**src/rtl/i2s_tx_scheduler_if.sv**
```systemverilog
// rtl/i2s_tx_scheduler_if.sv - producer handshake and TX FIFO write bundle
// The master side is the scheduler: it takes source pairs and drives the FIFO writes.
interface i2s_tx_scheduler_if #(
  parameter int N_SRC = 4,
  parameter int DW    = 32
);
  logic [N_SRC-1:0]    i_src_valid;
  logic [N_SRC*DW-1:0] i_src_left;
  logic [N_SRC*DW-1:0] i_src_right;
  logic [N_SRC-1:0]    o_src_ready;
  logic                o_txl_wr;
  logic                o_txr_wr;
  logic [DW-1:0]       o_txl_data;
  logic [DW-1:0]       o_txr_data;
  logic                i_txl_full;
  logic                i_txr_full;

  modport master (
    input  i_src_valid, i_src_left, i_src_right, i_txl_full, i_txr_full,
    output o_src_ready, o_txl_wr, o_txr_wr, o_txl_data, o_txr_data
  );

  modport slave (
    output i_src_valid, i_src_left, i_src_right, i_txl_full, i_txr_full,
    input  o_src_ready, o_txl_wr, o_txr_wr, o_txl_data, o_txr_data
  );
endinterface

```
**src/rtl/i2s_tx_scheduler.sv**
```systemverilog
// rtl/i2s_tx_scheduler.sv - round-robin stereo pair scheduler into the I2S TX FIFOs
// Grants bursts of up to BURST pairs per source and counts FIFO underruns.
module i2s_tx_scheduler #(
  parameter int N_SRC = 4,
  parameter int DW    = 32,
  parameter int BURST = 4,
  parameter int CNT_W = 16
) (
  input  logic                       i_clk,
  input  logic                       i_rst,
  input  logic                       i_enable,
  input  logic [N_SRC-1:0]           i_src_mask,
  i2s_tx_scheduler_if.master         bus,
  input  logic                       i_txl_empty,
  input  logic                       i_txr_empty,
  input  logic                       i_data_rqst,
  input  logic                       i_underrun_clr,
  output logic [$clog2(N_SRC)-1:0]   o_grant_id,
  output logic                       o_busy,
  output logic                       o_underrun,
  output logic [CNT_W-1:0]           o_underrun_cnt
);

  localparam int GW = $clog2(N_SRC);
  localparam int BW = $clog2(BURST + 1);

  typedef enum logic [1:0] {IDLE, SELECT, PUSH} state_t;

  state_t         state_q;
  logic [GW-1:0]  grant_q;
  logic [GW-1:0]  last_q;
  logic [BW-1:0]  burst_q;
  logic           underrun_q, underrun_d;
  logic [CNT_W-1:0] cnt_q, cnt_d;

  logic [DW-1:0]    left_w  [N_SRC];
  logic [DW-1:0]    right_w [N_SRC];
  logic [N_SRC-1:0] eligible;
  logic [GW-1:0]    cand;
  logic [GW-1:0]    sel_idx;
  logic             sel_hit;
  logic             g_valid;
  logic             fifo_ok;
  logic             xfer;
  logic             unr_evt;

  for (genvar k = 0; k < N_SRC; k++) begin : g_unpack
    assign left_w[k]  = bus.i_src_left[k*DW +: DW];
    assign right_w[k] = bus.i_src_right[k*DW +: DW];
  end

  assign eligible = bus.i_src_valid & i_src_mask;
  assign g_valid  = eligible[grant_q];
  assign fifo_ok  = !bus.i_txl_full && !bus.i_txr_full;
  // Enable gates the strobes directly so a held pair is never half-accepted.
  assign xfer     = (state_q == PUSH) && i_enable && g_valid && fifo_ok;

  always_comb begin
    sel_hit = 1'b0;
    sel_idx = '0;
    cand    = '0;
    for (int i = 1; i <= N_SRC; i++) begin
      cand = GW'((int'(last_q) + i) % N_SRC);
      if (!sel_hit && eligible[cand]) begin
        sel_hit = 1'b1;
        sel_idx = cand;
      end
    end
  end

  always_comb begin
    bus.o_src_ready = '0;
    for (int k = 0; k < N_SRC; k++) begin
      bus.o_src_ready[k] = xfer && (grant_q == GW'(k));
    end
  end

  assign bus.o_txl_wr   = xfer;
  assign bus.o_txr_wr   = xfer;
  assign bus.o_txl_data = (state_q == PUSH) ? left_w[grant_q]  : '0;
  assign bus.o_txr_data = (state_q == PUSH) ? right_w[grant_q] : '0;

  always_ff @(posedge i_clk) begin
    if (i_rst) begin
      state_q <= IDLE;
      grant_q <= '0;
      last_q  <= GW'(N_SRC - 1);
      burst_q <= '0;
    end else if (!i_enable) begin
      state_q <= IDLE;
    end else begin
      case (state_q)
        IDLE: state_q <= SELECT;
        SELECT: begin
          if (sel_hit) begin
            grant_q <= sel_idx;
            burst_q <= '0;
            state_q <= PUSH;
          end
        end
        PUSH: begin
          if (!g_valid) begin
            last_q  <= grant_q;
            state_q <= SELECT;
          end else if (fifo_ok) begin
            burst_q <= burst_q + BW'(1);
            if (int'(burst_q) + 1 >= BURST) begin
              last_q  <= grant_q;
              state_q <= SELECT;
            end
          end
        end
        default: state_q <= IDLE;
      endcase
    end
  end

  assign unr_evt = i_enable && i_data_rqst && (i_txl_empty || i_txr_empty);

  always_comb begin
    underrun_d = underrun_q;
    cnt_d      = cnt_q;
    if (i_underrun_clr) begin
      underrun_d = 1'b0;
      cnt_d      = '0;
    end else if (unr_evt) begin
      underrun_d = 1'b1;
      if (!(&cnt_q)) cnt_d = cnt_q + CNT_W'(1);
    end
  end

  always_ff @(posedge i_clk) begin
    if (i_rst) begin
      underrun_q <= 1'b0;
      cnt_q      <= '0;
    end else begin
      underrun_q <= underrun_d;
      cnt_q      <= cnt_d;
    end
  end

  assign o_grant_id     = grant_q;
  assign o_busy         = (state_q == PUSH);
  assign o_underrun     = underrun_q;
  assign o_underrun_cnt = cnt_q;

endmodule

```
**src/flat_wrapper.sv**
```systemverilog
// flat-port wrapper written by rule: the top's interface ports become plain ports
module i2s_tx_scheduler_flat 
#(
  parameter int N_SRC = 4,
  parameter int DW    = 32,
  parameter int BURST = 4,
  parameter int CNT_W = 16
)
  (i_clk, i_rst, i_enable, i_src_mask, i_txl_empty, i_txr_empty, i_data_rqst, i_underrun_clr, o_grant_id, o_busy, o_underrun, o_underrun_cnt, bus_i_src_valid, bus_i_src_left, bus_i_src_right, bus_i_txl_full, bus_i_txr_full, bus_o_src_ready, bus_o_txl_wr, bus_o_txr_wr, bus_o_txl_data, bus_o_txr_data);
  i2s_tx_scheduler_if #(.N_SRC(N_SRC), .DW(DW)) bus_i ();
  input  logic i_clk;
  input  logic i_rst;
  input  logic i_enable;
  input  logic [N_SRC-1:0] i_src_mask;
  input  logic i_txl_empty;
  input  logic i_txr_empty;
  input  logic i_data_rqst;
  input  logic i_underrun_clr;
  output logic [$clog2(N_SRC)-1:0] o_grant_id;
  output logic o_busy;
  output logic o_underrun;
  output logic [CNT_W-1:0] o_underrun_cnt;
  input wire logic [$bits(bus_i.i_src_valid)-1:0] bus_i_src_valid;
  input wire logic [$bits(bus_i.i_src_left)-1:0] bus_i_src_left;
  input wire logic [$bits(bus_i.i_src_right)-1:0] bus_i_src_right;
  input wire logic [$bits(bus_i.i_txl_full)-1:0] bus_i_txl_full;
  input wire logic [$bits(bus_i.i_txr_full)-1:0] bus_i_txr_full;
  output wire logic [$bits(bus_i.o_src_ready)-1:0] bus_o_src_ready;
  output wire logic [$bits(bus_i.o_txl_wr)-1:0] bus_o_txl_wr;
  output wire logic [$bits(bus_i.o_txr_wr)-1:0] bus_o_txr_wr;
  output wire logic [$bits(bus_i.o_txl_data)-1:0] bus_o_txl_data;
  output wire logic [$bits(bus_i.o_txr_data)-1:0] bus_o_txr_data;
  assign bus_i.i_src_valid = bus_i_src_valid;
  assign bus_i.i_src_left = bus_i_src_left;
  assign bus_i.i_src_right = bus_i_src_right;
  assign bus_i.i_txl_full = bus_i_txl_full;
  assign bus_i.i_txr_full = bus_i_txr_full;
  assign bus_o_src_ready = bus_i.o_src_ready;
  assign bus_o_txl_wr = bus_i.o_txl_wr;
  assign bus_o_txr_wr = bus_i.o_txr_wr;
  assign bus_o_txl_data = bus_i.o_txl_data;
  assign bus_o_txr_data = bus_i.o_txr_data;
  i2s_tx_scheduler #(.N_SRC(N_SRC), .DW(DW), .BURST(BURST), .CNT_W(CNT_W)) u_core (.i_clk(i_clk), .i_rst(i_rst), .i_enable(i_enable), .i_src_mask(i_src_mask), .bus(bus_i), .i_txl_empty(i_txl_empty), .i_txr_empty(i_txr_empty), .i_data_rqst(i_data_rqst), .i_underrun_clr(i_underrun_clr), .o_grant_id(o_grant_id), .o_busy(o_busy), .o_underrun(o_underrun), .o_underrun_cnt(o_underrun_cnt));
endmodule
```
**config.mk**
```make
export PLATFORM = sky130hd
export DESIGN_NAME = i2s_tx_scheduler_flat
export DESIGN_NICKNAME = d
export VERILOG_FILES = /design/src/rtl/i2s_tx_scheduler_if.sv /design/src/rtl/i2s_tx_scheduler.sv /design/src/flat_wrapper.sv
export SDC_FILE = /design/constraint.sdc
export NUM_CORES = 1
export LEC_CHECK = 0
export BUFFER_PORTS_ARGS = -buffer_cell sky130_fd_sc_hd__buf_2
export CAP_MARGIN = 20
export CORE_AREA = 2 2 140 142
export DETAILED_ROUTE_END_ITERATION = 6
export DIE_AREA = 0 0 142 144
export GPL_ROUTABILITY_DRIVEN = 0
export GPL_TIMING_DRIVEN = 0
export MAX_ROUTING_LAYER = met4
export PLACE_DENSITY = 0.43
export SYNTH_ARGS = -nofsm -noshare
export SYNTH_HDL_FRONTEND = slang
export SYNTH_SLANG_ARGS = --single-unit
```
**constraint.sdc**
```tcl
create_clock -name i_clk -period 6.4 [get_ports i_clk]
set_clock_uncertainty 0.1 [all_clocks]
set_input_delay 1.28 -clock i_clk [delete_from_list [all_inputs] [get_ports i_clk]]
set_output_delay 1.28 -clock i_clk [all_outputs]
set_load 0.01 [all_outputs]
```
==> results.md, run 1 <==
- I/O pins: 363
- Syn Nets: between 500 and 600
- Root Buffer: clkbuf_16
- Worst setup SP type: input pin
- Warnings, synthesis: 0
- Final Setup Violations: 0
- Max_slew headroom: a little over half
- Slew @ Worst Pin: 696 ps
- Tcrit/Tclk final: 68.2%
- Routed Antenna Nets: 0
- WS Path Type: in -> out
- Leakage: 2.71 nW
- Number of H-tree levels: 1
- Global-route wire length before repair: 24,900 um
- Worst Hold Class: reg -> reg
- Mapped cell area: between 3000 and 4000 um2
- Max Clock Freq: ~0.23 GHz
- Max_cap viols: 0
- VDD IR max: 0.0765 mV
- Cell Rows: 51
- # port buffers: 361
- CTS tree: yes
- First-pass iteration count of the detailed router: 4
- CTS Hold Bufs: 0
- Primary FF master, synth: dfxtp_1
- Fin Setup TNS: 0 ps
- Drt first-iter violations: 140
- Syn Area/Cell: around 11 um2
- Ranking of synthesized cells by area: mux4_2 43%, dfxtp_1 15%, and2_1 12%
- Pin count of the biggest net entering global routing: 14
- Final HPWL DP: 15,400 um
- Hold WS: 379 ps
- Global route overflow: 0
- Vias: between 4,000 and 5,000
- Initial antenna violation count: 3
- Pwr/cell area: 91.1 nW/um2
- Share of cells above drive strength 1: 65.2%
- DIE HEIGHT: 144 um
- Post-CTS Resized: 0
- Synth cell types: 48
- CTS buffer count: 3
- Area leader, netlist: mux4_2
- Sequential area share after synthesis: ~15%
- # nets final: 955
- GRT Util Overall: 16.2%
- Clk_lat worst skew: between 200 and 300 ps
- DR vias/cell: 4.61
- Top-area cell type share of the netlist area: 43.5%
- Clock Tree Buf Depth: 2
- Status: completed
- Clock-pin slew on the worst setup and hold paths: 70 ps
- P&R area growth vs syn: 64.9%
- RSZ-0062 raised after global routing: no
- # DRC: 0
- CTS Sinks: 26
- Die Wd: about 140 um
- Pins Over Slew Limit: 0
- Worst Setup End Kind: output port
- Fin crit period: about 4400 ps
- Die area: ~20,000 um2
- Fraction of registers with async set/reset: 0%
- Initial core utilization: 17.7%
- Most common cell in the synthesized netlist: and2_1
- Drt total wl: approximately 18,000 um
- Critical path arrival: 2980 ps
- Final hold viol count: 0
- Core area: 19,100 um2
- CP Max Fanout: 6
- Number of enable flip-flop cells after synthesis: 0
- Crit path required time: 5020 ps
- Vias in the first global route: 4,113
- FILL cells: about 2,100
- Setup bufs post-CTS: 0
- #FFs+latches synth: 26
- Post-synthesis cell count: 314
- DR WL/cell: 19.3 um
- Commonest cells in the netlist: 66 x and2_1, 65 x mux4_2, 26 x dfxtp_1
-- cell families (layout without fill, tap and decap cells) --
family / after synthesis / count (layout) / synth area share, %
other: 0 / 2 / 0
and+or+nand+nor: 139 / 139 / 24.0
muxes: 68 / 68 / 44.4
AOI/OAI and AO/OA: 34 / 34 / 8.17
DFF: 26 / 26 / 15.5
adders and majority gates: 2 / 2 / 0.743
xor gates and xnor gates: 13 / 13 / 3.38
buffers and inverters: 32 / 396 / 3.90
-- metal layers --
| metal | routed length (um) | global-route usage (%) | share of wire (%) | up-vias |
|---|---|---|---|---|
| met3 | 1220 | 3.18 | 6.9 | 23 |
| met2 | 8850 | 27.8 | 50 | 194 |
| met4 | 392 | 3.84 | 2.2 | 0 |
| li1 | - | - | - | 1967 |
| met1 | 7230 | 19.8 | 41 | 2046 |
| met5 | 0 | - | 0 | - |
-- metrics by stage --
| step | total power [mW] | cells | setup slack, ps | instance area, um2 | utilization, % |
|---|---|---|---|---|---|
| finish | 0.506 | 918 | 2040 | 5550 | 29.1 |
| CTS | 0.512 | 916 | 2000 | 5550 | 29.1 |
| global placement | 0.370 | 913 | 2000 | 5470 | 28.7 |
| detailed placement | 0.371 | 913 | 2010 | 5470 | 28.7 |
| global route | 0.534 | 918 | 1900 | 5550 | 29.1 |
| floorplan | 0.264 | 314 | 2250 | 3370 | - |
-- report_power, final --
group	internal [mW]	switching, mW	leakage, nW
clock	0.0829	0.0563	0.0370
combinational	0.126	0.0766	2.46
sequential	0.163	0.00136	0.210
total	0.372	0.134	2.71
-- worst max-delay path, cell delays in order --
cell and delay (ps):
buf_2 90, nand2_1 160, mux4_2 570, nor4_2 500
nor3b_1 230, buf_2 160
-- final timing paths --
kind                                          to  cells past startpoint  slack, ps                         startpoint
setup / recovery              bus_o_src_ready[0]                      6       2040                 bus_i_src_valid[1]
hold / removal    u_core.o_underrun$_SDFFE_PP0P_                      2        380     u_core.o_underrun$_SDFFE_PP0P_
setup reg to reg  u_core.burst_q[2]$_SDFFE_PP0P_                      5       3970  u_core.o_grant_id[0]$_SDFFE_PP0P_
hold reg to reg   u_core.o_underrun$_SDFFE_PP0P_                      2        380     u_core.o_underrun$_SDFFE_PP0P_
-- state kept, by name, summed over array words and instances, names as in the netlist --
register,flops
u_core.state_q,2
u_core.burst_q,3
u_core.o_grant_id,2
u_core.last_q,2
u_core.o_underrun,1
u_core.o_underrun_cnt,16
-- layout by cell type (no fill, tap or decap), drive strengths merged, types with 2 or more instances in the layout --
cell type  count
buf          368
and2          66
mux4          65
dfxtp         26
clkbuf        24
nor2          22
xor2          13
nand2         11
nand3          8
and3           6
nand4          6
and4           5
o21ai          5
inv            4
a21oi          4
o21a           3
mux2i          3
diode          2
nand2b         2
nor2b          2
a32o           2
a22o           2
or2            2
a2bb2oi        2
nor3           2
a211o          2
a311oi         2
o211ai         2
ha             2
-- final cells by class --
type | instances | area (um2) | area share, %
Buffer | 28 | 116 | 2.10
Multi-Input combinational cell | 256 | 2720 | 48.9
Timing Repair Buffer | 361 | 1810 | 32.5
Tap cell | 238 | 298 | 5.36
Clock buffer | 3 | 75.1 | 1.35
Inverter | 4 | 15.0 | 0.270
Antenna cell | 2 | 5.00 | 0.0901
Sequential cell | 26 | 520 | 9.37
Power figures use the tool's default switching activity.
==> inputs of run 2 (changes only) <==
--- a/config.mk
+++ b/config.mk
@@ -7,13 +7,13 @@
 export LEC_CHECK = 0
 export BUFFER_PORTS_ARGS = -buffer_cell sky130_fd_sc_hd__buf_2
 export CAP_MARGIN = 20
-export CORE_AREA = 2 2 140 142
+export CORE_AREA = 2 2 141 143
 export DETAILED_ROUTE_END_ITERATION = 6
-export DIE_AREA = 0 0 142 144
+export DIE_AREA = 0 0 143 145
 export GPL_ROUTABILITY_DRIVEN = 0
 export GPL_TIMING_DRIVEN = 0
 export MAX_ROUTING_LAYER = met4
-export PLACE_DENSITY = 0.43
+export PLACE_DENSITY = 0.42
 export SYNTH_ARGS = -nofsm -noshare
 export SYNTH_HDL_FRONTEND = slang
 export SYNTH_SLANG_ARGS = --single-unit
==> constraint.sdc (replaced) <==
create_clock -name i_clk -period 4.5 [get_ports i_clk]
set_clock_uncertainty 0.1 [all_clocks]
set_input_delay 0.9 -clock i_clk [delete_from_list [all_inputs] [get_ports i_clk]]
set_output_delay 0.9 -clock i_clk [all_outputs]
set_load 0.01 [all_outputs]
==> results.md, run 2 (synthesis gave the netlist of run 1 again) <==
- Status: completed
- Initial antenna violation count: 5 (+2)
- Die area: 20,700 um2 (+1.4%)
- Die Wd: 143 um (+0.70%)
- Root Buffer: clkbuf_16
- DR WL/cell: 19.6 um (+1.8%)
- RSZ-0062 raised after global routing: no
- Critical path arrival: 2780 ps (-200 ps)
- Core area: 19,200 um2 (+0.67%)
- Clk_lat worst skew: 260 ps (about the same)
- FF-to-FF setup slack: 1970 ps (-2000 ps)
- Vias in the first global route: 4,431 (+7.7%)
- Max_slew headroom: 52.6% (-1.0 points)
- Pwr/cell area: 133 nW/um2 (+46%)
- Reg power frac: 31.4% (-1.1 points)
- Most frequent cells in the layout: 367 x buf_2, 66 x and2_1, 65 x mux4_2, 26 x dfxtp_1, 22 x nor2_1
- Post-CTS Resized: 0 (unchanged)
- Final HPWL DP: 16,200 um (+5.0%)
- Max Clock Freq: 0.264 GHz
- Final Setup Violations: 0 (unchanged)
- Cell Rows: 51 (unchanged)
- WS Path Type: reg -> out
- Worst Setup End Kind: output port
- Global-route wire length before repair: 26,800 um (+7.6%)
- Clk pwr share: 29.2% (+1.7 points)
- Cells after DPL: 940 (+3.0%)
- Worst setup SP type: register
- Critical-path cell list: clkbuf_1 > mux4_2 > nor4_2 > nor3b_1 > buf_2
- VDD IR max: 0.109 mV (+43%)
- I/O pins: 363 (unchanged)
- CTS tree: yes
- Number of H-tree levels: 1 (unchanged)
- Initial core utilization: 17.5% (-0.12 points)
- Setup bufs post-CTS: 0 (unchanged)
- Pin count of the biggest net entering global routing: 15 (+1)
- DR vias/cell: 4.54 (-1.4%)
- Fin Setup TNS: 0 ps (unchanged)
- Non-Filler Instances: 949 (+3.4%)
- Switching share of total power: 26.6% (+0.079 points)
- Worst Hold Class: reg -> reg
- Family with the most delay on the worst path: simple AND/OR/NAND/NOR gates
- P_sw: 0.198 mW (+48%)
- CTS Sinks: 26 (unchanged)
- Global route overflow: 0 (unchanged)
- # nets final: 955 (unchanged)
- # port buffers: 361 (unchanged)
- Tcrit/Tclk final: between 80% and 90%
- Vias: 4,312 (+1.9%)
- DIE HEIGHT: 145 um (+0.69%)
- GRT Util Overall: 17.1% (+0.86 points)
- P&R area growth vs syn: 66.5%
- Fin crit period: between 3000 and 4000 ps
- Comb pwr share: 39.4% (-0.6 points)
- Clock Tree Buf Depth: 2 (unchanged)
- Drt total wl: 18,600 um (+5.2%)
- Most common cell after layout, fill and taps aside: buf_2
- Highest-delay cell along the critical path: mux4_2
- Crit path required time: 3500 ps (-1520 ps)
- Max_cap viols: 0 (unchanged)
- Slew @ Worst Pin: 706 ps (+9.30 ps)
- Share of cells above drive strength 1: 65.2% (about the same)
- CTS buffer count: 3 (unchanged)
- Routed Antenna Nets: 0 (unchanged)
- Drt first-iter violations: 250 (+79%)
- Pins Over Slew Limit: 0 (unchanged)
- CP Max Fanout: 8 (+2)
- CTS Hold Bufs: 0 (unchanged)
- First-pass iteration count of the detailed router: 5 (+1)
- Clock-pin slew on the worst setup and hold paths: 70 ps (about the same)
- Leakage: 2.72 nW (+0.27%)
- WP buf/inv: 2 (unchanged)
- Internal Power: 0.547 mW (+47%)
- Final hold viol count: 0 (unchanged)
- # DRC: 0 (unchanged)
- Max FFs per register: 16 (unchanged)
- Biggest cell delay along the critical path: 650 ps (+80 ps)
[run 2: metal layers]
metal | share of wire [%] | vias to the layer above | GRT usage (%)
met4 | 0.56 | 0 | 1.39
met1 | 39 | 2105 | 20.4
met2 | 52 | 231 | 31.0
met3 | 8.2 | 8 | 3.07
li1 | - | 1968 | -
met5 | 0 | - | -
[run 2: cell type report]
class                   instances  area [um2]
well taps                     265         332
flip-flops and latches         26         520
multi-input cells             256        2720
clock buffers                   4        88.8
plain buffers                  28         116
repair buffers                361        1810
inverters                       4        15.0
fillers                      2085       13600
diodes                          5        12.5
[run 2: final timing paths]
check	startpoint	cells past startpoint	endpoint
worst max-delay path	u_core.o_grant_id[0]$_SDFFE_PP0P_	5	bus_o_src_ready[0]
worst min-delay path	u_core.o_underrun$_SDFFE_PP0P_	2	u_core.o_underrun$_SDFFE_PP0P_
worst max register to register	u_core.o_grant_id[0]$_SDFFE_PP0P_	5	u_core.burst_q[2]$_SDFFE_PP0P_
worst min register to register	u_core.o_underrun$_SDFFE_PP0P_	2	u_core.o_underrun$_SDFFE_PP0P_
[run 2: worst reg2reg max path: cells and delay by family (launching register included)]
family | cells | cell delay [ps]
muxes | 1 | 660
DFF | 1 | 320
buffers and inverters | 1 | 480
AOI/OAI and AO/OA | 3 | 870
[run 2: through the flow]
step,setup WS [ps],total power [mW],hold slack (ps),area [um2],utilization (%)
6_report,717,0.746,387,5610,29.2
5_1_grt,536,0.788,424,5610,29.2
4_1_cts,658,0.757,393,5600,29.1
3_5_place_dp,768,0.533,374,5510,28.7
3_3_place_gp,778,0.528,360,5510,28.7
2_1_floorplan,1110,0.375,363,3370,-
[run 2: power by group through the flow]
stage / clock, mW / sequential, mW / combinational, mW
6_report: 0.218 / 0.234 / 0.294
5_1_grt: 0.236 / 0.235 / 0.317
4_1_cts: 0.226 / 0.234 / 0.297
3_5_place_dp: 0 / 0.239 / 0.294
3_3_place_gp: 0 / 0.239 / 0.289
2_1_floorplan: 0 / 0.240 / 0.135
==> inputs of run 3 (changes only) <==
--- a/config.mk
+++ b/config.mk
@@ -5,11 +5,12 @@
 export SDC_FILE = /design/constraint.sdc
 export NUM_CORES = 1
 export LEC_CHECK = 0
+export ABC_AREA = 1
 export BUFFER_PORTS_ARGS = -buffer_cell sky130_fd_sc_hd__buf_2
 export CAP_MARGIN = 20
-export CORE_AREA = 2 2 141 143
+export CORE_AREA = 2 2 143 145
 export DETAILED_ROUTE_END_ITERATION = 6
-export DIE_AREA = 0 0 143 145
+export DIE_AREA = 0 0 145 147
 export GPL_ROUTABILITY_DRIVEN = 0
 export GPL_TIMING_DRIVEN = 0
 export MAX_ROUTING_LAYER = met4
==> constraint.sdc (replaced) <==
create_clock -name i_clk -period 3.3 [get_ports i_clk]
set_clock_uncertainty 0.1 [all_clocks]
set_input_delay 0.66 -clock i_clk [delete_from_list [all_inputs] [get_ports i_clk]]
set_output_delay 0.66 -clock i_clk [all_outputs]
set_load 0.01 [all_outputs]
==> results.md, run 3 <==
- Drt first-iter violations: 359 (+44%)
- # DRC: 0 (unchanged)
- Biggest cell delay along the critical path: 480 ps (-170 ps)
- Syn Nets: 780 (+32%)
- Max_slew headroom: 50.6% (-1.9 points)
- Top-area cell type share of the netlist area: 29.6% (-14 points)
- Primary FF master, synth: dfxtp_1
- Routed Antenna Nets: 0 (unchanged)
- Status: completed
- Area leader, netlist: a22oi_1
- Fin crit period: 3050 ps
- Worst r2r path cells: 9 (+4)
- Max Clock Freq: around 0.33 GHz
- Final Setup Violations: 0 (unchanged)
- Die Wd: 145 um (+1.4%)
- Area of the multi-input gates: 2350 um2 (-13%)
- Family with the most delay on the worst path: buffers and inverters
- Worst Hold Path Cells: 2 (unchanged)
- Number of H-tree levels: 1 (unchanged)
- Pwr/cell area: 198 nW/um2 (+49%)
- Final HPWL DP: 18,300 um (+13%)
- CP Max Fanout: 10 (+2)
- Worst setup SP type: register
- Max FFs per register: 16 (unchanged)
- Final hold viol count: 0 (unchanged)
- Met1 GRT Util: 25.2% (+4.9 points)
- Synth Area in Adders: 0.770% (+0.027 points)
- Final instance area: 5500 um2 (-1.9%)
- CTS tree: yes
- WP buf/inv: 4 (+2)
- Root Buffer: clkbuf_16
- XOR/XNOR Fraction of Synth Area: 1.62% (-1.8 points)
- Min-Delay Endpoint: u_core.o_underrun$_SDFFE_PP0P_
- Commonest cells in the netlist: 128 x a22oi_1, 83 x a21oi_1, 74 x nand2_1
- First-pass iteration count of the detailed router: 5 (unchanged)
- Critical-path cell list: inv_1 > nor2_1 > buf_2 > buf_2 > a22oi_1 > a21oi_1 > buf_2
- Global route overflow: 0 (unchanged)
- Critical path depth: 7 (+2)
- Register Area: 520 um2 (unchanged)
- Compound-Gate Fraction of Synth Area: 44.8% (+37 points)
- R2R Path Start: u_core.o_underrun_cnt[0]$_SDFFE_PP0P_
- Simple-gate share of the synthesized area: 25.1% (+1.1 points)
- Global-route wire length before repair: 31,700 um (+19%)
- CTS Hold Bufs: 0 (unchanged)
- Mapped cell area: 3250 um2 (-3.6%)
- Worst Hold Class: reg -> reg
- # nets final: 1,147 (+20%)
- Most common cell in the synthesized netlist: a22oi_1
- Leakage: 2.79 nW (+2.8%)
- I/O pins: 363 (unchanged)
- Clk_lat worst skew: 260 ps (about the same)
- Top Usage Layer GRT: met2
- Fraction of registers with async set/reset: 0% (unchanged)
- Pins Over Slew Limit: 0 (unchanged)
- Most common cell after layout, fill and taps aside: buf_2
- Initial antenna violation count: 5 (unchanged)
- Critical path arrival: 2290 ps (-490 ps)
- Global Route met3 Usage: 5.25% (+2.2 points)
- Placed Area: 5400 um2 (-2.0%)
- Hold Crit Start: u_core.o_underrun$_SDFFE_PP0P_
- FILL cells: 2,306 (+11%)
- Slew @ Worst Pin: 741 ps (+35.1 ps)
- Ranking of synthesized cells by area: a22oi_1 30%, dfxtp_1 16%, a21oi_1 13%
- Vias: 5,304 (+23%)
- DR vias/cell: 4.63 (+1.9%)
- Crit path required time: 2540 ps (-960 ps)
- VDD IR max: 0.178 mV (+62%)
- Worst Setup End Kind: output port
- Clock Tree Buf Depth: 2 (unchanged)
- GR met2 Demand/Resource: 30.1% (-0.93 points)
- Synth cell types: 34 (-29%)
- P&R area growth vs syn: 69.5%
- DIE HEIGHT: 147 um (+1.4%)
- Drt total wl: 21,600 um (+16%)
- Post-route core utilization: 27.7% (-1.5 points)
- Post-synthesis cell count: 505 (+61%)
- Most frequent CP cell: buf_2
- Max_cap viols: 0 (unchanged)
- Endpoint of the worst register-to-register path: u_core.o_underrun_cnt[15]$_SDFFE_PP0P_
- #FFs+latches synth: 26 (unchanged)
- CTS Sinks: 26 (unchanged)
- WS Path Type: reg -> out
- Fin Setup TNS: 0 ps (unchanged)
- Proportion of synthesized area in mux cells: 0% (-44 points)
- CTS buffer count: 3 (unchanged)
- Vias in the first global route: 5,254 (+19%)
- Share of cells above drive strength 1: 48.5% (-17 points)
- Largest family of logic cells by synthesized area: compound AO/OA/AOI/OAI gates
- RSZ-0062 raised after global routing: no
- Cell Rows: 52 (+2.0%)
- Setup bufs post-CTS: 0 (unchanged)
- Number of enable flip-flop cells after synthesis: 0 (unchanged)
- Warnings, synthesis: 0 (unchanged)
- Tcrit/Tclk final: 92.3%
- Most frequent cells in the layout: 383 x buf_2, 128 x a22oi_1, 82 x a21oi_1, 74 x nand2_1
- Sequential area share after synthesis: 16.0% (+0.57 points)
- Clock-pin slew on the worst setup and hold paths: 70 ps (about the same)
- Die area: 21,300 um2 (+2.8%)
- Total Power: 1.09 mW (+46%)
- DR WL/cell: 18.9 um (-3.8%)
- Syn Area/Cell: 6.43 um2 (-40%)
- # port buffers: 362 (+0.28%)
- FF-to-FF setup slack: 1370 ps (-600 ps)
- Initial core utilization: 16.4% (-1.2 points)
- GRT Util Overall: 19.6% (+2.6 points)
- Highest-delay cell along the critical path: dfxtp_1
- Pin count of the biggest net entering global routing: 15 (unchanged)
- Core area: 19,800 um2 (+3.3%)
## run 3: what timing repair did
| action | 4_1_cts | 5_1_grt |
|---|---|---|
| hold endpoints to repair | 0 | 0 |
| setup endpoints to repair | 0 | 3 |
| gates resized for setup | 0 | 4 |
## run 3: worst max path at each step
stage | startpoint | end
2_1_floorplan | bus_i_txr_full | bus_o_src_ready[0]
3_3_place_gp | u_core.state_q[0]$_SDFFE_PP0P_ | bus_o_txr_data[10]
3_5_place_dp | u_core.state_q[0]$_SDFFE_PP0P_ | bus_o_txr_data[10]
4_1_cts | u_core.state_q[0]$_SDFFE_PP0P_ | bus_o_txr_data[10]
5_1_grt | u_core.o_grant_id[1]$_SDFFE_PP0P_ | bus_o_txr_data[10]
6_report | u_core.o_grant_id[1]$_SDFFE_PP0P_ | bus_o_txl_data[10]
## run 3: power breakdown
group,switching [mW],internal [mW]
clock network,0.120,0.186
registers,0.00606,0.319
logic,0.237,0.220
total,0.363,0.725
## run 3: tightest hold or removal path, stage by stage, from the launching register on
cell and delay, ps:
dfxtp_1 330, nor2_1 50, nor2_1 70
## run 3: per-stage QoR
stage | setup slack [ps] | hold WS [ps] | instances
3_3_place_gp | 403 | 371 | 1137
2_1_floorplan | 1020 | 378 | 505
5_1_grt | 78.6 | 413 | 1146
3_5_place_dp | 435 | 362 | 1137
6_report | 253 | 386 | 1146
4_1_cts | 127 | 391 | 1141
## run 3: area by class of cell
cell class | count | area share, %
Multi-Input combinational cell | 405 | 42.7
Buffer | 40 | 4.52
Clock buffer | 4 | 1.61
Sequential cell | 26 | 9.46
Tap cell | 270 | 6.14
Antenna cell | 5 | 0.227
Inverter | 34 | 2.41
Timing Repair Buffer | 362 | 32.9
## run 3: cell families (layout without fill, tap and decap cells)
| logic type | Yosys count | in the layout |
|---|---|---|
| compound gates | 224 | 224 |
| xor+xnor | 6 | 6 |
| fa+ha+maj | 2 | 2 |
| buf+inv | 74 | 440 |
| flops | 26 | 26 |
| other cells | 0 | 5 |
| simple gates | 173 | 173 |
## run 3: layer usage
metal | vias to the layer above | routed length (um)
li1 | 2602 | -
met1 | 2423 | 9660
met2 | 250 | 9710
met3 | 29 | 1690
met4 | 0 | 545
met5 | - | 0
